### config.mk
export PLATFORM = sky130hd
export DESIGN_NAME = clock_switch_ctrl
export DESIGN_NICKNAME = d
export VERILOG_FILES = /design/src/rtl/clock_switch_ctrl.sv
export SDC_FILE = /design/constraint.sdc
export NUM_CORES = 1
export LEC_CHECK = 0
export CAP_MARGIN = 0
export CORE_MARGIN = 5
export CORE_UTILIZATION = 55
export CTS_BUF_LIST = sky130_fd_sc_hd__clkbuf_16
export CTS_CLUSTER_SIZE = 40
export DETAILED_ROUTE_END_ITERATION = 8
export DONT_BUFFER_PORTS = 1
export MAX_ROUTING_LAYER = met4
export PLACE_DENSITY = 0.7
export SYNTH_ARGS = -nofsm -noshare
export SYNTH_HDL_FRONTEND = slang
export SYNTH_SLANG_ARGS = --single-unit
export TNS_END_PERCENT = 100
### constraint.sdc
create_clock -name clk_i -period 4.75 [get_ports clk_i]
set_clock_uncertainty 0.05 [all_clocks]
set_input_delay 0.95 -clock clk_i [delete_from_list [all_inputs] [get_ports clk_i]]
set_output_delay 0.95 -clock clk_i [all_outputs]
set_load 0.02 [all_outputs]
### src/rtl/clock_switch_ctrl.sv
// Glitch-free clock select sequencer: gate, switch, settle, then re-enable.
// Optional completed-switch counter is enabled by defining CLKSW_COUNT_EN.
module clock_switch_ctrl #(
  parameter int unsigned GATE_CYCLES   = 4,
  parameter int unsigned SETTLE_CYCLES = 8,
  parameter logic        RESET_SEL     = 1'b0
) (
  input  logic       clk_i,
  input  logic       reset_n_i,
  input  logic       switch_valid_i,
  input  logic       switch_sel_i,
  output logic       switch_ready_o,
  output logic       sel_o,
  output logic       clk_en_o,
  output logic       busy_o,
  output logic       done_o,
  output logic [7:0] switch_cnt_o
);

  typedef enum logic [1:0] {
    IDLE   = 2'd0,
    GATE   = 2'd1,
    SWITCH = 2'd2,
    SETTLE = 2'd3
  } state_e;

  localparam logic [8:0] GATE_LOAD   = 9'(GATE_CYCLES - 1);
  localparam logic [8:0] SETTLE_LOAD = 9'(SETTLE_CYCLES - 1);

  state_e     state_q, state_d;
  logic [8:0] cnt_q, cnt_d;
  logic       target_q, target_d;
  logic       sel_q, sel_d;
  logic       clk_en_q, clk_en_d;
  logic       done_q, done_d;

  // State, counter and registered output flops
  always_ff @(posedge clk_i or negedge reset_n_i) begin
    if (!reset_n_i) begin
      state_q  <= IDLE;
      cnt_q    <= 9'd0;
      target_q <= RESET_SEL;
      sel_q    <= RESET_SEL;
      clk_en_q <= 1'b1;
      done_q   <= 1'b0;
    end else begin
      state_q  <= state_d;
      cnt_q    <= cnt_d;
      target_q <= target_d;
      sel_q    <= sel_d;
      clk_en_q <= clk_en_d;
      done_q   <= done_d;
    end
  end

  // Next-state and next-output logic; the select only moves on the GATE->SWITCH step
  always_comb begin
    state_d  = state_q;
    cnt_d    = cnt_q;
    target_d = target_q;
    sel_d    = sel_q;
    clk_en_d = clk_en_q;
    done_d   = 1'b0;
    case (state_q)
      IDLE: begin
        if (switch_valid_i) begin
          if (switch_sel_i == sel_q) begin
            done_d = 1'b1;
          end else begin
            target_d = switch_sel_i;
            cnt_d    = GATE_LOAD;
            clk_en_d = 1'b0;
            state_d  = GATE;
          end
        end else begin
          state_d = IDLE;
        end
      end
      GATE: begin
        if (cnt_q == 9'd0) begin
          sel_d   = target_q;
          state_d = SWITCH;
        end else begin
          cnt_d = cnt_q - 9'd1;
        end
      end
      SWITCH: begin
        cnt_d   = SETTLE_LOAD;
        state_d = SETTLE;
      end
      SETTLE: begin
        if (cnt_q == 9'd0) begin
          clk_en_d = 1'b1;
          done_d   = 1'b1;
          state_d  = IDLE;
        end else begin
          cnt_d = cnt_q - 9'd1;
        end
      end
      default: begin
        clk_en_d = 1'b1;
        state_d  = IDLE;
      end
    endcase
  end

  assign switch_ready_o = (state_q == IDLE);
  assign busy_o         = (state_q != IDLE);
  assign sel_o          = sel_q;
  assign clk_en_o       = clk_en_q;
  assign done_o         = done_q;

`ifdef CLKSW_COUNT_EN
  logic [7:0] switch_cnt_q;

  // Saturating count of completed real select changes (no-op requests excluded)
  always_ff @(posedge clk_i or negedge reset_n_i) begin
    if (!reset_n_i) begin
      switch_cnt_q <= 8'd0;
    end else if ((state_q == SETTLE) && (cnt_q == 9'd0) && (switch_cnt_q != 8'd255)) begin
      switch_cnt_q <= switch_cnt_q + 8'd1;
    end else begin
      switch_cnt_q <= switch_cnt_q;
    end
  end

  assign switch_cnt_o = switch_cnt_q;
`else
  assign switch_cnt_o = 8'd0;
`endif

endmodule
* Word level (Yosys, flattened, before mapping)
Index checks and enable logic that the tools add are counted.
** Operators by class
- $add $sub $neg :: 1
- Equality and inequality tests :: 10
- Muxes and demuxes :: 17
- Bitwise gates (word level) :: 1
- Reductions and logical operators :: 10
** Operators by type and width (number)
- 9-bit 2-to-1 mux :: 3
- 9-bit case mux with 3 select lines :: 1
- 2-bit inequality test, second input constant :: 5
- 9-bit logical NOT :: 1
- 3-bit AND reduction :: 3
- 9-bit by 1-bit subtractor with 9-bit output, second input constant :: 1
- 2-bit 2-to-1 mux :: 4
- 2-bit case mux with 4 select lines :: 1
- 1-bit 2-to-1 mux :: 6
- 2-bit equality test, second input constant :: 2
- 1-bit case mux with 2 select lines :: 2
- 4-bit AND reduction :: 1
- 2-bit nonzero test :: 2
- 3-bit inequality test, second input constant :: 1
- 2-bit by 1-bit equality test with 1-bit output, second input constant :: 1
- 2-bit logical NOT :: 1
- 2-bit AND reduction :: 1
- 2-bit OR reduction :: 1
- 1-bit equality test :: 1
- 1-bit NOT :: 1
** Storage, ports and cells
- Register bits :: 15
- Bits of input ports :: 4
- Output and inout bits :: 13
- Logic and storage cells :: 45

* Longest topological paths before layout
- Depth after elaboration :: 4
- Gate-level depth with buffers :: 8
- Mapped depth without buffers :: 6

* Least setup slack after synthesis
Ideal clock, no wire load.
- Path kind :: input to register
- Start :: input switch_sel_i
- End :: register cnt_q[4]
- Setup time :: 0.078 ns
- Arrival time :: 2.185 ns
- Data required time :: 4.622 ns
- Setup slack :: 2.437 ns
- Stages :: 5
- Path buffers :: 1
- Path through :: xor2_1 a21oi_1 buf_2 or4_1 a21oi_1
** On the way
- Word-level cells in the longest chain between the ends :: 3
** RTL lines
- from (decl) :: line 11 : input logic switch_sel_i,
- 1-bit equality test :: line 67 : if (switch_sel_i == sel_q) begin
- 2-bit inequality test (no source line)
- 3-bit AND reduction (no source line)
- to (signal assigned) :: line 48 : cnt_q <= cnt_d;
- to (decl) :: line 31 : logic [8:0] cnt_q, cnt_d;
Every way passes these cells.
A chain may end at the register's enable or synchronous reset.

* Worst setup path in the final report
- Start :: register cnt_q[0]
- End :: register cnt_q[1]
** On the way
- Word-level cells in the longest chain between the ends :: 3
- Elaborated cells on any way between the ends :: 6
- Those cells by class :: add/sub (1); eq/ne (1); mux (2); reduce/logical (2)
** RTL lines
- 9-bit by 1-bit subtractor with 9-bit output or 9-bit logical NOT (tied branches)
- 9-bit 2-to-1 mux or 2-bit inequality test (tied branches)
- 9-bit case mux with 3 select lines or 3-bit AND reduction (tied branches)
Several ways; a longest one is shown, not always the timed one. The select of a mux whose other input is x is not followed.

==> flow_summary.toml <==
[cts]
clock_latency_ps = 240
cts_max_level = 1
numCtsBuffers = 3
root_buffer = "clkbuf_16"
clock_path_buffers = 2
cts_tree = "built"
cts.reportedPaths.clkPinSlew_ps = 50
numClockSinks = 15
cts_setup_buffers = 0
post_cts_resized = 0
cts.hold.buffers_added = 0

[power]
leakagePower_uw = 0.000456
total_power_uw = 729
ir_drop_uv = 430
power_density_nw_per_um2 = 699

[floorplan]
die_x_um = 52.3
core_um2 = 1710
start_util = 0.575
dieArea_um2 = 2730
die_y_um = 52.3
io_pins = 17
row_count = 15

[detailed_routing]
dr.first_iter.drc_count = 11
drt_wl_total_um = 1750
post_drt_via_cell_ratio = 5.48
drtAntennaViolNets = 0
vias = 713
wire_per_inst_um = 13.4
drc_errors = 0
dr.pass1.iters = 4

[grt]
grt_pass1_wl_um = 3100
grtUsageTotal = 0.159
grt_util_met3 = 0.0427
antenna_found_initial = 0
overflow = 0
grt_pass1_vias = 731
gr-usage-met2 = 0.262
busiest_layer = "met2"
globalRouteMet1Util = 0.180
grt_max_degree = 16

[worst_setup_path]
critPathRequiredTime_ps = 4820
path_delay_family = "simple AND/OR/NAND/NOR gates"
cp_num_cells = 6
ff2ff_path_depth = 6
worstSetupPathType = "reg -> reg"
critical_path_arrival_ps = 2840
startpoint = "cnt_q[0]"
cp_slowest_cell = "nor3_1"
slowest_delay_ps = 970
rr_startpoint = "cnt_q[0]"
crit_buf_inv = 1
worstPathCellList = "inv_1 -> ha_1 -> or4b_1 -> nor3_1 -> nor2_1 -> mux2_2"
end_kind = "flop"
startpoint_type = "flop"
crit_fanout = 13

[cells_and_area]
layout_commonest_cell = "dfrtp_1"
fin_util = 0.610
synthToLayoutAreaGrowth_pct = 6.11
final_cell_mix = "dfrtp_1, a21oi_1, inv_1, conb_1"
drive_above_1_share = 0.124
antenna_cells = 0
final_area_um2 = 1040
nets = 116

[sta]
fin_tns_setup_ps = 0
setup_viol_count_final = 0
fin_crit_sh = 0.583
final_max_slew_viol_count = 0
slew_headroom = 0.199
rsz0062_at_grt = "no"
min_period_ps = 2770
hold_viol_final = 0
max_freq_mhz = 361
tightest_slew_ps = 1190

[synth]
yosys-top-cells-area = "dfrtp_1, ha_1, buf_4"
synth_top_area_cell = "dfrtp_1"
synth_seq_cells = 15
synth_cells = 105
synth.avg_cell_area_um2 = 9.35
netlist_area_um2 = 982
ys_seq_area_frac = 0.383
synth_cell_types = 32
yosysWarnings = 0
synth_top_area_frac = 0.357

[placement]
post_dp_cell_area_um2 = 963
hpwlAfterDp_um = 1310
gp_congestion = 0.799
io_buffers = 0

[worst_hold_path]
hold_class = "in -> async"

[run]
drv_cap = 0

[outcome]
status = "complete, no violations"
[per-layer routing]
metal | routed length (um) | up-vias
met5 | 0 | -
met1 | 817 | 338
met4 | 21 | 0
met3 | 67 | 2
met2 | 842 | 11
li1 | - | 362
[report_power, final]
group	total, uW	leakage (uW)	internal [uW]	switching [uW]
registers	232	0.000186	175	56.3
clock network	157	0.0000423	111	45.9
logic	340	0.000228	146	194
[flip-flops by register name, summed over array words and instances, names as in the netlist]
signal,flops
done_o,1
cnt_q,9
clk_en_o,1
sel_o,1
state_q,2
target_q,1
[metrics by stage]
step	setup slack [ps]	hold slack (ps)	std cells
floorplan	2440	440	112
global placement	2090	464	126
detailed placement	1980	468	126
CTS	1970	349	130
global route	1730	342	130
finish	1980	352	130
[cell usage after synthesis]
cell type,count
o31ai_1,4
or2_2,1
buf_4,9
o21ai_0,5
or4_2,1
or3_2,2
nand3b_1,1
a2bb2oi_1,2
nand3_1,3
clkbuf_1,1
conb_1,1
mux2i_1,3
or4_4,1
nand2b_1,3
nand2_1,4
dfrtp_1,14
o2111ai_1,1
dfstp_2,1
a31oi_1,2
nor2_1,6
nor4_1,2
a21oi_1,9
nor3_1,3
inv_1,7
mux2_2,4
or3_1,2
ha_1,6
or4_1,3
o22a_1,1
or4b_1,1
buf_2,1
xor2_1,1
[kinds of logic after synthesis]
| family | after synthesis | share of synthesized area |
|---|---|---|
| AND/OR/NAND/NOR | 33 | 0.196 |
| buffers and inverters | 18 | 0.104 |
| multiplexers | 7 | 0.0764 |
| AO/OA/AOI/OAI | 24 | 0.150 |
| XOR/XNOR | 1 | 0.00892 |
| other | 1 | 0.00382 |
| flip-flops | 15 | 0.383 |
| adder cells (fa/ha/maj) | 6 | 0.0764 |
[path summary, 6_finish.rpt]
check / slack, ps / to
setup / recovery: 1980 / cnt_q[1]
hold / removal: 350 / cnt_q[7]
setup reg to reg: 1980 / cnt_q[1]
hold reg to reg: 470 / clk_en_o
max in group asynchronous: 4130 / clk_en_o
min in group clk_i: 470 / clk_en_o
[layout make-up]
| type | instances | area (um^2) |
|---|---|---|
| fill | 146 | 666 |
| clock buffer | 3 | 75.1 |
| multi-input combinational | 79 | 529 |
| inverter | 7 | 26.3 |
| sequential | 15 | 377 |
| tap | 25 | 31.3 |
| clock inverter | 1 | 3.75 |
Power figures use the tool's default switching activity.
